===== src/rtl/packer_arb_pkg.sv =====
// Shared types for the packer stream arbiter.
// State encoding for the grant/flush sequencer.
package packer_arb_pkg;

  typedef enum logic [1:0] {
    ArbIdle,
    ArbPass,
    ArbFlush,
    ArbFlushWait
  } arb_st_e;

endpackage


===== src/rtl/packer_rr_pick.sv =====
// Combinational round-robin picker.
// Returns the first set request at or above ptr, wrapping.
module packer_rr_pick #(
  parameter int N  = 4,
  parameter int IW = $clog2(N)
) (
  input  logic [N-1:0]  req,
  input  logic [IW-1:0] ptr,
  output logic [IW-1:0] grant,
  output logic          any_req
);

  logic [IW-1:0] idx;

  // Scan downward so the lowest offset from ptr wins.
  always_comb begin
    grant = '0;
    idx   = '0;
    for (int k = N - 1; k >= 0; k--) begin
      idx = IW'((int'(ptr) + k) % N);
      if (req[idx]) grant = idx;
    end
  end

  assign any_req = |req;

endmodule


===== src/rtl/packer_stream_arb.sv =====
// Round-robin sharing of one packer between NumReq streams.
// Each packet is flushed before the next grant.
module packer_stream_arb
  import packer_arb_pkg::*;
#(
  parameter  int NumReq = 4,
  parameter  int InW    = 32,
  localparam int IdxW   = $clog2(NumReq)
) (
  input  logic                  clk_i,
  input  logic                  rst_ni,
  input  logic [NumReq-1:0]     req_valid_i,
  input  logic [NumReq*InW-1:0] req_data_i,
  input  logic [NumReq*InW-1:0] req_mask_i,
  input  logic [NumReq-1:0]     req_last_i,
  output logic [NumReq-1:0]     req_ready_o,
  output logic                  pk_valid_o,
  output logic [InW-1:0]        pk_data_o,
  output logic [InW-1:0]        pk_mask_o,
  input  logic                  pk_ready_i,
  output logic                  pk_flush_o,
  input  logic                  pk_flush_done_i,
  output logic [IdxW-1:0]       owner_o,
  output logic                  busy_o,
  output logic                  err_o
);

  arb_st_e         st_q, st_d;
  logic [IdxW-1:0] owner_q, owner_d;
  logic [IdxW-1:0] rr_q, rr_d;
  logic            err_q;
  logic [IdxW-1:0] pick;
  logic            any_req;
  logic            own_valid;
  logic            own_last;
  logic [InW-1:0]  own_data;
  logic [InW-1:0]  own_mask;
  logic            hs;

  packer_rr_pick #(
    .N  (NumReq),
    .IW (IdxW)
  ) u_pick (
    .req     (req_valid_i),
    .ptr     (rr_q),
    .grant   (pick),
    .any_req (any_req)
  );

  assign own_valid = req_valid_i[owner_q];
  assign own_last  = req_last_i[owner_q];
  assign own_data  = req_data_i[owner_q*InW +: InW];
  assign own_mask  = req_mask_i[owner_q*InW +: InW];
  assign hs        = (st_q == ArbPass) & own_valid & pk_ready_i;

  always_comb begin
    st_d        = st_q;
    owner_d     = owner_q;
    rr_d        = rr_q;
    pk_valid_o  = 1'b0;
    pk_data_o   = '0;
    pk_mask_o   = '0;
    pk_flush_o  = 1'b0;
    req_ready_o = '0;
    busy_o      = 1'b1;
    unique case (st_q)
      ArbIdle: begin
        busy_o = 1'b0;
        if (any_req) begin
          owner_d = pick;
          st_d    = ArbPass;
        end
      end
      ArbPass: begin
        pk_valid_o           = own_valid;
        pk_data_o            = own_data;
        pk_mask_o            = own_mask;
        // Ready must not depend on req_valid_i.
        req_ready_o[owner_q] = pk_ready_i;
        if (hs && own_last) st_d = ArbFlush;
      end
      ArbFlush: begin
        pk_flush_o = 1'b1;
        st_d       = ArbFlushWait;
      end
      ArbFlushWait: begin
        if (pk_flush_done_i) begin
          rr_d = (owner_q == IdxW'(NumReq - 1)) ? '0
                                                : owner_q + 1'b1;
          st_d = ArbIdle;
        end
      end
      default: st_d = ArbIdle;
    endcase
  end

  always_ff @(posedge clk_i or negedge rst_ni) begin
    if (!rst_ni) begin
      st_q    <= ArbIdle;
      owner_q <= '0;
      rr_q    <= '0;
      err_q   <= 1'b0;
    end else begin
      st_q    <= st_d;
      owner_q <= owner_d;
      rr_q    <= rr_d;
      if (pk_flush_done_i && st_q != ArbFlushWait) err_q <= 1'b1;
    end
  end

  // The owner field is only meaningful while busy.
  assign owner_o = busy_o ? owner_q : '0;
  assign err_o   = err_q;

endmodule


===== config.mk =====
export PLATFORM = sky130hd
export DESIGN_NAME = packer_stream_arb
export DESIGN_NICKNAME = d
export VERILOG_FILES = /design/src/rtl/packer_arb_pkg.sv /design/src/rtl/packer_rr_pick.sv /design/src/rtl/packer_stream_arb.sv
export SDC_FILE = /design/constraint.sdc
export NUM_CORES = 1
export LEC_CHECK = 0
export ABC_AREA = 1
export ABC_CLOCK_PERIOD_IN_PS = 2100
export CORE_AREA = 2 2 133 135
export DETAILED_ROUTE_END_ITERATION = 10
export DIE_AREA = 0 0 135 137
export MAX_ROUTING_LAYER = met4
export SLEW_MARGIN = 20
export SYNTH_ARGS = -nofsm -noshare
export SYNTH_HDL_FRONTEND = slang
export SYNTH_SLANG_ARGS = --single-unit

===== constraint.sdc =====
create_clock -name clk_i -period 2.1 [get_ports clk_i]
set_clock_uncertainty 0.2 [all_clocks]
set_input_delay 0.63 -clock clk_i [delete_from_list [all_inputs] [get_ports clk_i]]
set_output_delay 0.63 -clock clk_i [all_outputs]
set_load 0.01 [all_outputs]

==> results.json <==
{
  "status": "finished with violations",
  "tightest_slew_ns": 0.340,
  "finalWirelength_um": 22000,
  "grt_antenna_before_repair": 2,
  "fmax_mhz": 396,
  "rsz0062_at_grt": "true",
  "portBuffers": 341,
  "cp_slowest_cell": "dfrtp_4",
  "place_congestion": 0.852,
  "period_needed_ns": 2.53,
  "viasPerCell": 4.56,
  "cts_hold_buffers": 0,
  "final_nets": 1319,
  "clock_sinks": 7,
  "firstDrtPassIters": 7,
  "synth_seq_cells": 7,
  "internal_power_mw": 5.25,
  "cp_data_required_time_ns": 1.27,
  "grt_pass1_wl_um": 26100,
  "crit_path_frequent_cell": "buf_6",
  "h-tree-depth": 1,
  "grt_remaining_overflow": 0,
  "place_area_um2": 7090,
  "crit_type": "register to output pin",
  "vias": 5784,
  "slew-limit-headroom_pct": 77.3,
  "syn_avg_cell_area_um2": 4.70,
  "report.final.slew_viol_count": 0,
  "ys_seq_area_share_pct": 5.96,
  "critPathTopFamily": "buffers and inverters",
  "violations": "setup timing",
  "cellPowerDensity_nw_per_um2": 1210,
  "die_area_um2": 18500,
  "synth_warnings": 0,
  "final_common_cell": "clkdlybuf4s50_1",
  "setup_violations": 70,
  "drc": 0,
  "postRouteAntennaNets": 0,
  "power.total_mw": 10.3,
  "cts_made_buffers": 3,
  "worstSetupEndpointType": "output pin",
  "dpl.hpwl_um": 13700,
  "synthToLayoutAreaGrowth_pct": 189,
  "vdd_drop_max_mv": 0.667,
  "num-fill-cells": 1740,
  "p_leak_nw": 3.94,
  "maxCapViolations": 0,
  "core-area_um2": 17100,
  "p_switching_mw": 5.08,
  "fp-row-count": 48,
  "synth.distinct_cells": 24,
  "die_y_um": 137,
  "grt_use_total_pct": 18.2,
  "first_iter_violations": 394,
  "worst_slack_ns": -0.427,
  "syn_inst": 626,
  "hold_path.class": "register to register",
  "wl_per_cell_um": 17.3,
  "die_x_um": 135,
  "synthesis.area_um2": 2940,
  "ioPinCount": 342,
  "initial_core_util_pct": 17.2,
  "hold_viol": 0,
  "path_max_fanout": 8,
  "synth_nets": 902,
  "crit_buf_inv": 6,
  "final.period_utilization_pct": 120,
  "start_kind": "register",
  "crit_arrival_ns": 1.70,
  "clk_latency_ns": 0.23,
  "cts_tree": "yes",
  "root_buffer": "clkbuf_16",
  "grt_max_degree": 48,
  "drive_gt1_share_pct": 34.5,
  "swShare_pct": 49.2,
  "cpPeakStageDelay_ns": 0.44,
  "design_area_um2": 8510,
  "clockBufferDepth": 2,
  "crit_chain": "buf_12, clkinv_8, buf_16, buf_6, buf_6, nand2_2, nand3_2, a21oi_2, buf_2",
  "fin_tns_setup_ns": -24.29,
  "clk_pin_slew_worst_paths_ns": 0.04,
  "p_seq_share_pct": 2.9,
  "first_global_vias": 4820,
  "comb_power_share_pct": 93.8,
  "clkPwrFrac_pct": 3.2,
  "final_cell_mix": "clkdlybuf4s50_1 (198), nor2_1 (171), o21ai_1 (96)"
}
[cell usage after synthesis (all sizes together)]
| cell | count | share of area, % |
|---|---|---|
| a21oi | 67 | 11 |
| a31oi | 1 | 0.21 |
| buf | 30 | 6.0 |
| clkbuf | 21 | 2.9 |
| dfrtp | 7 | 6.0 |
| ha | 8 | 3.4 |
| inv | 23 | 3.1 |
| nand2 | 55 | 7.1 |
| nand3 | 14 | 2.7 |
| nand4 | 3 | 0.64 |
| nor2 | 265 | 34 |
| o21ai | 128 | 22 |
| o21bai | 1 | 0.26 |
| o31ai | 1 | 0.26 |
| or2 | 2 | 0.43 |
[final timing paths]
kind	to	slack [ns]	depth (start not counted)	startpoint
worst max-delay path	pk_valid_o	-0.43	9	owner_q[0]
worst min-delay path	err_o	0.27	1	err_o
worst max register to register	st_q[1]	0.06	14	owner_q[0]
worst min register to register	err_o	0.27	1	err_o
max in group asynchronous	owner_q[0]	0.95	1	rst_ni
min in group asynchronous	err_o	0.47	1	rst_ni
[through the flow]
stage / hold WS (ns) / utilization [%] / setup WS [ns] / cells
final: 0.270 / 49.9 / -0.427 / 1268
after global routing: 0.306 / 49.9 / -0.479 / 1268
after CTS: 0.277 / 41.9 / -0.727 / 1229
after detailed placement: 0.269 / 41.6 / -0.904 / 1216
after global placement: 0.267 / 41.6 / -0.920 / 1216
after floorplan: 0.134 / - / -0.00583 / 626
[metal layers]
metal / wire (um) / track usage, %
met1: 9500 / 23.0
met2: 10700 / 31.9
met3: 1540 / 2.59
met4: 204 / 2.31
met5: 0 / -
[registers in the layout, summed over array words and instances, names as in the netlist]
register,flops
rr_q,2
owner_q,2
st_q,2
err_o,1
[power by group through the flow]
stage	Combinational, mW	Sequential, mW	Clock [mW]
global route	10.4	0.319	0.346
floorplan	3.59	0.249	0
finish	9.69	0.304	0.331
CTS	7.20	0.315	0.335
global placement	7.04	0.299	0
detailed placement	7.04	0.299	0
[cell families (layout without fill, tap and decap cells)]
logic type | count (synthesis) | after routing | share of synthesized area, %
DFF | 7 | 7 | 5.96
adders and majority gates | 8 | 8 | 3.40
and+or+nand+nor | 339 | 339 | 44.7
other | 0 | 1 | 0
buffers and inverters | 74 | 490 | 12.0
AOI/OAI and AO/OA | 198 | 198 | 33.9
[repair_timing]
action,in CTS,in global routing
pin swaps,56,113
endpoints found under the setup margin,73,77
buffers inserted,6,19
resized for setup,356,315
cloned,3,22
[layout make-up]
type / instances / area (um2) / share of cell area [%]
Timing Repair Buffer: 463 / 4740 / 55.7
Antenna cell: 1 / 2.50 / 0.0294
Sequential cell: 7 / 180 / 2.12
Multi-Input combinational cell: 545 / 3110 / 36.6
Inverter: 23 / 114 / 1.34
Clock buffer: 4 / 78.8 / 0.926
Tap cell: 225 / 282 / 3.31
(Power assumes the default switching activity.)
